[src/rtl/hazard_pkg.sv]
// Shared types for the pipeline hazard controller: forward-select codes, wait-FSM
// state encoding and a register-match helper used by forwarding and load-use detection.
package hazard_pkg;

    typedef enum logic [1:0] {
        FWD_NONE = 2'b00,
        FWD_WB   = 2'b01,
        FWD_MEM  = 2'b10
    } fwd_sel_e;

    typedef enum logic {
        RUN      = 1'b0,
        MEM_WAIT = 1'b1
    } hz_state_e;

    localparam int unsigned REG_W = 5;

    // x0 is hard-wired to zero, so a write to it never creates a dependency.
    function automatic logic reg_hit(input logic [REG_W-1:0] rd, input logic [REG_W-1:0] rs);
        return (rd != '0) && (rd == rs);
    endfunction

endpackage

[src/rtl/hazard_fwd_sel.sv]
// Forward-select for one E-stage operand; the M-stage ALU result wins over the
// W-stage result because it is the younger producer.
module hazard_fwd_sel
    import hazard_pkg::*;
(
    input  logic [REG_W-1:0] Rs,
    input  logic [REG_W-1:0] RdM,
    input  logic [REG_W-1:0] RdW,
    input  logic             RegWriteM,
    input  logic             RegWriteW,
    output fwd_sel_e         fwd_sel
);

    always_comb begin
        fwd_sel = FWD_NONE;
        if (RegWriteM && reg_hit(RdM, Rs)) begin
            fwd_sel = FWD_MEM;
        end else if (RegWriteW && reg_hit(RdW, Rs)) begin
            fwd_sel = FWD_WB;
        end
    end

endmodule

[src/rtl/pipeline_hazard_ctrl.sv]
// Hazard control for the 5-stage pipeline: forwarding, load-use stall, branch flush and a
// data-memory wait FSM. Perf counters are built only when HAZ_PERF_CNT_EN is defined.
module pipeline_hazard_ctrl
    import hazard_pkg::*;
#(
    parameter int unsigned MEM_TIMEOUT = 255,
    parameter int unsigned TO_W        = 8,
    parameter int unsigned PERF_W      = 32
) (
    input  logic              clk,
    input  logic              rst,
    input  logic [4:0]        Rs1D,
    input  logic [4:0]        Rs2D,
    input  logic [4:0]        Rs1E,
    input  logic [4:0]        Rs2E,
    input  logic [4:0]        RdE,
    input  logic              LoadE,
    input  logic              PCSrcE,
    input  logic [4:0]        RdM,
    input  logic [4:0]        RdW,
    input  logic              RegWriteM,
    input  logic              RegWriteW,
    input  logic              dmem_req_M,
    input  logic              dmem_ready,
    output logic              StallF,
    output logic              StallD,
    output logic              StallE,
    output logic              StallM,
    output logic              FlushD,
    output logic              FlushE,
    output logic              FlushW,
    output logic [1:0]        ForwardAE,
    output logic [1:0]        ForwardBE,
    output logic              mem_err,
    output logic [PERF_W-1:0] stall_cnt,
    output logic [PERF_W-1:0] flush_cnt
);

    localparam logic [TO_W-1:0] TimeoutLast = TO_W'(MEM_TIMEOUT - 1);

    hz_state_e       state_q, state_d;
    logic [TO_W-1:0] wait_cnt_q, wait_cnt_d;
    logic            mem_err_q, mem_err_d;
    logic            mem_wait;
    logic            lw_stall;
    fwd_sel_e        fwd_a, fwd_b;

    hazard_fwd_sel u_fwd_a (
        .Rs        (Rs1E),
        .RdM       (RdM),
        .RdW       (RdW),
        .RegWriteM (RegWriteM),
        .RegWriteW (RegWriteW),
        .fwd_sel   (fwd_a)
    );

    hazard_fwd_sel u_fwd_b (
        .Rs        (Rs2E),
        .RdM       (RdM),
        .RdW       (RdW),
        .RegWriteM (RegWriteM),
        .RegWriteW (RegWriteW),
        .fwd_sel   (fwd_b)
    );

    assign lw_stall = LoadE && (reg_hit(RdE, Rs1D) || reg_hit(RdE, Rs2D));

    // Wait FSM: the stall is raised in the same cycle the request is seen not ready.
    always_comb begin
        state_d    = state_q;
        wait_cnt_d = wait_cnt_q;
        mem_err_d  = mem_err_q;
        mem_wait   = 1'b0;
        unique case (state_q)
            RUN: begin
                if (dmem_req_M && !dmem_ready) begin
                    mem_wait   = 1'b1;
                    state_d    = MEM_WAIT;
                    wait_cnt_d = '0;
                end
            end
            MEM_WAIT: begin
                if (dmem_ready) begin
                    state_d    = RUN;
                    wait_cnt_d = '0;
                end else begin
                    mem_wait = 1'b1;
                    if (wait_cnt_q != '1) begin
                        wait_cnt_d = wait_cnt_q + TO_W'(1);
                    end
                    if (wait_cnt_q == TimeoutLast) begin
                        mem_err_d = 1'b1;
                    end
                end
            end
            default: begin
                state_d    = RUN;
                wait_cnt_d = '0;
            end
        endcase
    end

    always_ff @(posedge clk) begin
        if (rst) begin
            state_q    <= RUN;
            wait_cnt_q <= '0;
            mem_err_q  <= 1'b0;
        end else begin
            state_q    <= state_d;
            wait_cnt_q <= wait_cnt_d;
            mem_err_q  <= mem_err_d;
        end
    end

    assign mem_err = mem_err_q;

    // A held E stage re-presents PCSrcE/LoadE once the memory wait releases.
    always_comb begin
        StallF    = 1'b0;
        StallD    = 1'b0;
        StallE    = 1'b0;
        StallM    = 1'b0;
        FlushD    = 1'b0;
        FlushE    = 1'b0;
        FlushW    = 1'b0;
        ForwardAE = FWD_NONE;
        ForwardBE = FWD_NONE;
        if (rst) begin
            FlushD = 1'b1;
            FlushE = 1'b1;
        end else begin
            ForwardAE = fwd_a;
            ForwardBE = fwd_b;
            if (mem_wait) begin
                StallF = 1'b1;
                StallD = 1'b1;
                StallE = 1'b1;
                StallM = 1'b1;
                FlushW = 1'b1;
            end else if (PCSrcE) begin
                FlushD = 1'b1;
                FlushE = 1'b1;
            end else if (lw_stall) begin
                StallF = 1'b1;
                StallD = 1'b1;
                FlushE = 1'b1;
            end
        end
    end

`ifdef HAZ_PERF_CNT_EN
    logic [PERF_W-1:0] stall_cnt_q;
    logic [PERF_W-1:0] flush_cnt_q;
    logic              any_stall;
    logic              branch_flush;

    assign any_stall    = StallF || StallD || StallE || StallM;
    assign branch_flush = !rst && !mem_wait && PCSrcE;

    always_ff @(posedge clk) begin
        if (rst) begin
            stall_cnt_q <= '0;
            flush_cnt_q <= '0;
        end else begin
            if (any_stall) begin
                stall_cnt_q <= stall_cnt_q + PERF_W'(1);
            end
            if (branch_flush) begin
                flush_cnt_q <= flush_cnt_q + PERF_W'(1);
            end
        end
    end

    assign stall_cnt = stall_cnt_q;
    assign flush_cnt = flush_cnt_q;
`else
    assign stall_cnt = '0;
    assign flush_cnt = '0;
`endif

endmodule
[config.mk]
export PLATFORM = sky130hd
export DESIGN_NAME = pipeline_hazard_ctrl
export DESIGN_NICKNAME = d
export VERILOG_FILES = /design/src/rtl/hazard_pkg.sv /design/src/rtl/hazard_fwd_sel.sv /design/src/rtl/pipeline_hazard_ctrl.sv
export SDC_FILE = /design/constraint.sdc
export NUM_CORES = 1
export LEC_CHECK = 0
export BUFFER_PORTS_ARGS = -buffer_cell sky130_fd_sc_hd__buf_4
export CAP_MARGIN = 25
export CORE_MARGIN = 10
export CORE_UTILIZATION = 41
export CTS_BUF_LIST = sky130_fd_sc_hd__clkbuf_4 sky130_fd_sc_hd__clkbuf_8
export DETAILED_ROUTE_END_ITERATION = 7
export PLACE_DENSITY = 0.82
export SLEW_MARGIN = 20
export SYNTH_ARGS = -nofsm -noshare
export SYNTH_HDL_FRONTEND = slang
export SYNTH_SLANG_ARGS = --single-unit
[constraint.sdc]
create_clock -name clk -period 3.4 [get_ports clk]
set_input_delay 1.02 -clock clk [delete_from_list [all_inputs] [get_ports clk]]
set_output_delay 1.02 -clock clk [all_outputs]
set_load 0.1 [all_outputs]
# Yosys cells after proc, flatten, opt, wreduce, memory -nomap -nowiden
# Index checks and enable logic that the tools add are counted.
[classes]
n_addsub = 1
n_eq_ne = 10
n_mux = 25
n_bitwise = 2
n_reduce_logical = 19
[ops]
columns = ["operator", "count"]
rows = [
  ["equality test 5 bit", 6],
  ["2-to-1 mux 8 bit", 3],
  ["2-to-1 mux 1 bit", 16],
  ["case mux 8 bit (2 select lines)", 1],
  ["nonzero test 5 bit", 3],
  ["logical AND 1 bit", 12],
  ["adder 8 x 1 -> 8 bit, second input constant", 1],
  ["equality test 8 bit, second input constant", 1],
  ["2-to-1 mux 2 bit", 4],
  ["inequality test 8 bit, second input constant", 1],
  ["inequality test 3 x 2 -> 1 bit, second input constant", 1],
  ["AND reduction 3 bit", 1],
  ["inequality test 2 bit, second input constant", 1],
  ["inverter 1 bit", 2],
  ["case mux 1 bit (2 select lines)", 1],
  ["AND reduction 2 bit", 1],
  ["zero test 1 bit", 1],
  ["logical OR 1 bit", 1],
]
[word_totals]
ff_bits = 10
output_inout_bits = 76

# Longest topological paths before layout
[depth]
ltp_word = 8
depth_mapped = 6
mapped_depth_nobuf = 4

# Modules after synthesis
# A second synthesis with hierarchy kept.
[unflattened]
hier_cells = 196
area_unflattened_um2 = 1508.9
[modules_own_cells]
columns = ["mod", "instances", "cells_each", "area_each_um2", "seq_area_each_um2"]
rows = [
  ["pipeline_hazard_ctrl", 1, 156, 1206.2, 200.2],
  ["hazard_fwd_sel", 2, 20, 151.4, 0.0],
]

# Worst setup path after synthesis
# OpenSTA, ideal clock, no wires.
[synth_path]
path_type = "input to output"
startpoint = "input dmem_ready"
endpoint = "output StallF"
arrival_time_ns = 4.815
required_ns = 2.380
slack_ns = -2.435
path_stages = 5
cell_sequence = "o21bai_1 -> a21oi_1 -> inv_1 -> o31ai_1 -> buf_4"
[synth_between]
elab_chain_len = 6
elab_cells_between_ends = 7
classes_between = "mux (5); reduce/logical (2)"
[synth_rtl]
columns = ["element", "line_no", "rtl"]
rows = [
  ["start, declared", "pipeline_hazard_ctrl.sv:24", "input logic dmem_ready,"],
  ["zero test 1 bit", "pipeline_hazard_ctrl.sv:76", "if (dmem_req_M && !dmem_ready) begin"],
  ["logical AND 1 bit", "pipeline_hazard_ctrl.sv:76", ""],
  ["2-to-1 mux 1 bit", "pipeline_hazard_ctrl.sv:76", ""],
  ["case mux 1 bit (2 select lines) (*)", "pipeline_hazard_ctrl.sv:74", "unique case (state_q)"],
  ["2-to-1 mux 1 bit (*) (2 in series)", "n/a", ""],
  ["end, declared", "pipeline_hazard_ctrl.sv:25", "output logic StallF,"],
]
# Every way passes the cells marked *; elsewhere a longest branch is shown, timed or not.

# Final worst setup path
[layout_path]
startpoint = "input RdW[3]"
endpoint = "output ForwardBE[0]"
[layout_between]
elab_chain_len = 6
elab_cells_between_ends = 7
classes_between = "eq/ne (1); mux (3); reduce/logical (3)"
[layout_rtl]
columns = ["element", "line_no", "rtl"]
rows = [
  ["start, declared", "pipeline_hazard_ctrl.sv:20", "input logic [4:0] RdW,"],
  ["equality test 5 bit or nonzero test 5 bit (tied branches)", "hazard_pkg.sv:20", "return (rd != '0) && (rd == rs);"],
  ["logical AND 1 bit (*)", "hazard_pkg.sv:20", ""],
  ["logical AND 1 bit (*)", "hazard_fwd_sel.sv:18", "end else if (RegWriteW && reg_hit(RdW, Rs)) begin"],
  ["2-to-1 mux 1 bit (*)", "hazard_fwd_sel.sv:18", ""],
  ["2-to-1 mux 2 bit (*)", "hazard_fwd_sel.sv:16", "if (RegWriteM && reg_hit(RdM, Rs)) begin"],
  ["2-to-1 mux 2 bit (*)", "pipeline_hazard_ctrl.sv:128", "if (rst) begin"],
  ["end, declared", "pipeline_hazard_ctrl.sv:33", "output logic [1:0] ForwardBE,"],
]
# Marked as above.

==> metrics.txt <==
first-pass GRT wire length 6665 um; Die Span Y 80.01 um; CTS Buffer Depth 2; Vias 1309; Synth top area share 0.3407; Top Ports 119; # port buffers 54; Yosys warning count 0; Worst EP arrival 2.39 ns; # H-tree levels 1; EDFF count, synth 0; # DRC 0; Die X 80.01 um; die footprint 6402 um^2; Final WS setup -0.01307 ns; Worst Hold Class register to register; cts hold-fix bufs 0; Crit. End Element output pin; Lkg Pwr 0.8931 nW; clk sink count 10; Worst Path Max Fanout 3; Power per Cell Area 376.2 nW/um^2; outcome finished, violations left; Final min period 3.413 ns; initial antenna violation count 0; period utilization 1.004; Final nets 301; DR WL/cell 14.05 um; TritonCTS clock tree done; count leader, synth buf_4; initial core utilization 0.4322; vias in the first global route 1454; top_reg_cell synth dfxtp_1; Avg Inst Size Synth 7.853 um^2; RSZ-0062 raised after global routing yes; HP Start mem_err; ANT cells 0; register area share after synthesis 0.1356; Critical Path Start RdW[3]; Fin. Hold Viols 0; Maximum Capacitance Violations 0; GRT Util Overall 0.1251; layout cells sized above 1 0.3569; Post-synth top cells buf_4 (67), xor2_1 (20), dfxtp_1 (10), xnor2_1 (10), a21oi_1 (9); Initial DRC Count 64; Layout Utilization 0.5579; FMAX 0.2930 GHz; worst vdd ir 0.2704 mV; failing checks negative setup slack; CP Class input port to output pin; hpwl dp 3767 um; Required @ worst endpoint 2.38 ns; hold-critical path depth 2; GPL Wtd Cong 0.7971; Mapped Area 1476 um^2; Clk Latency, worst-skew pair 0.27 ns; dpl ws -0.07011 ns; area delta synth->final 29.07%; Reg2Reg Depth 4; reg2reg start state_q; Yosys cell types 36; setup_tns -0.01307 ns; CP Launch Type input port; final setup fails 1; Synth Instances 188; Final Instance Area 1906 um^2; Vias/cell 4.349; Synth area leaders buf_4 (34%), dfxtp_1 (14%), xor2_1 (12%), xnor2_1 (5.9%), a21oi_1 (3.1%); Async SR Flop Fraction 0; #FFs+latches synth 10; Pre-antenna DRT Iters 4; Final Max Tran Viols 0; Core Area 3416 um^2; Post-Route WL 4228 um; Antenna Nets Post-Route 0; Clock Tree Root clkbuf_4; total CTS buffers 3; Placed Area 1862 um^2; Pwr Total 0.7169 mW; clk slew on worst S/H paths 0.07 ns; FILL cells 336; Worst Clk Skew 0.003112 ns; cell taking the most area after synthesis buf_4; num rows 21; largest net degree at the start of global routing 11; Congestion Overflow GR 0
## routing by layer
layer	wire, um	vias to the layer above	GRT usage
li1	-	645	-
met1	1519	593	0.1213
met2	2296	67	0.2392
met3	392	4	0.05518
met4	19	0	0.02113
met5	0	-	0
## sequential cells by signal (all words and copies together) (netlist names)
name	flops
mem_err	1
state_q	1
wait_cnt_q	8
## worst paths after layout
path,slack (ns),endpoint
worst max-delay path,-0.01,ForwardBE[0]
worst min-delay path,0.48,mem_err
worst max register to register,1.84,wait_cnt_q[1]
worst min register to register,0.48,mem_err
## cell families after synthesis
| logic type | share of synthesized area |
|---|---|
| AO/OA/AOI/OAI | 0.1237 |
| XOR/XNOR | 0.1780 |
| adder cells (fa/ha/maj) | 0.01695 |
| buffers and inverters | 0.3542 |
| flip-flops | 0.1356 |
| other | 0.002540 |
| AND/OR/NAND/NOR | 0.1890 |
## placed cells by master (no fill, tap or decap), drive strengths merged, types with 4 or more instances in the layout
cell type and n:
xor2 20, clkbuf 4, nor4 4, conb 64
dfxtp 10, or3 4, nor3 4, nand2 5
nor2 8, xnor2 10, buf 69, o31ai 5
a21oi 9, o21ai 8, or4 6
## where the power goes
| part | leakage (nW) | switching [mW] | internal (mW) |
|---|---|---|---|
| clock network | 0.0210 | 0.0451 | 0.0652 |
| logic | 0.791 | 0.407 | 0.0792 |
| registers | 0.0808 | 0.00218 | 0.118 |
| total | 0.893 | 0.455 | 0.262 |
## layout make-up
type,count,area (um^2),area share
Multi-Input combinational cell,169,1071,0.5620
Timing Repair Buffer,69,525.5,0.2758
Sequential cell,10,200.2,0.1051
Tap cell,46,57.56,0.03020
Clock buffer,4,36.28,0.01904
Inverter,3,15.01,0.007879
## timing repair
item / 4_1_cts / 5_1_grt
hold endpoints to repair: 0 / 0
setup endpoints to repair: 2 / 2
buffers inserted: 0 / 0
gates resized for setup: 2 / 0
## worst max-delay path, cell delays in order
cell	delay (ns)
buf_4	0.12
xor2_1	0.15
or4_4	0.55
nor4_4	0.29
buf_6	0.26
## through the flow
step | hold slack (ns) | cells
2_1_floorplan | 0.4470 | 251
3_3_place_gp | 0.4498 | 297
3_5_place_dp | 0.4608 | 297
4_1_cts | 0.4794 | 301
5_1_grt | 0.5384 | 301
6_report | 0.4786 | 301
(Power assumes the default switching activity.)
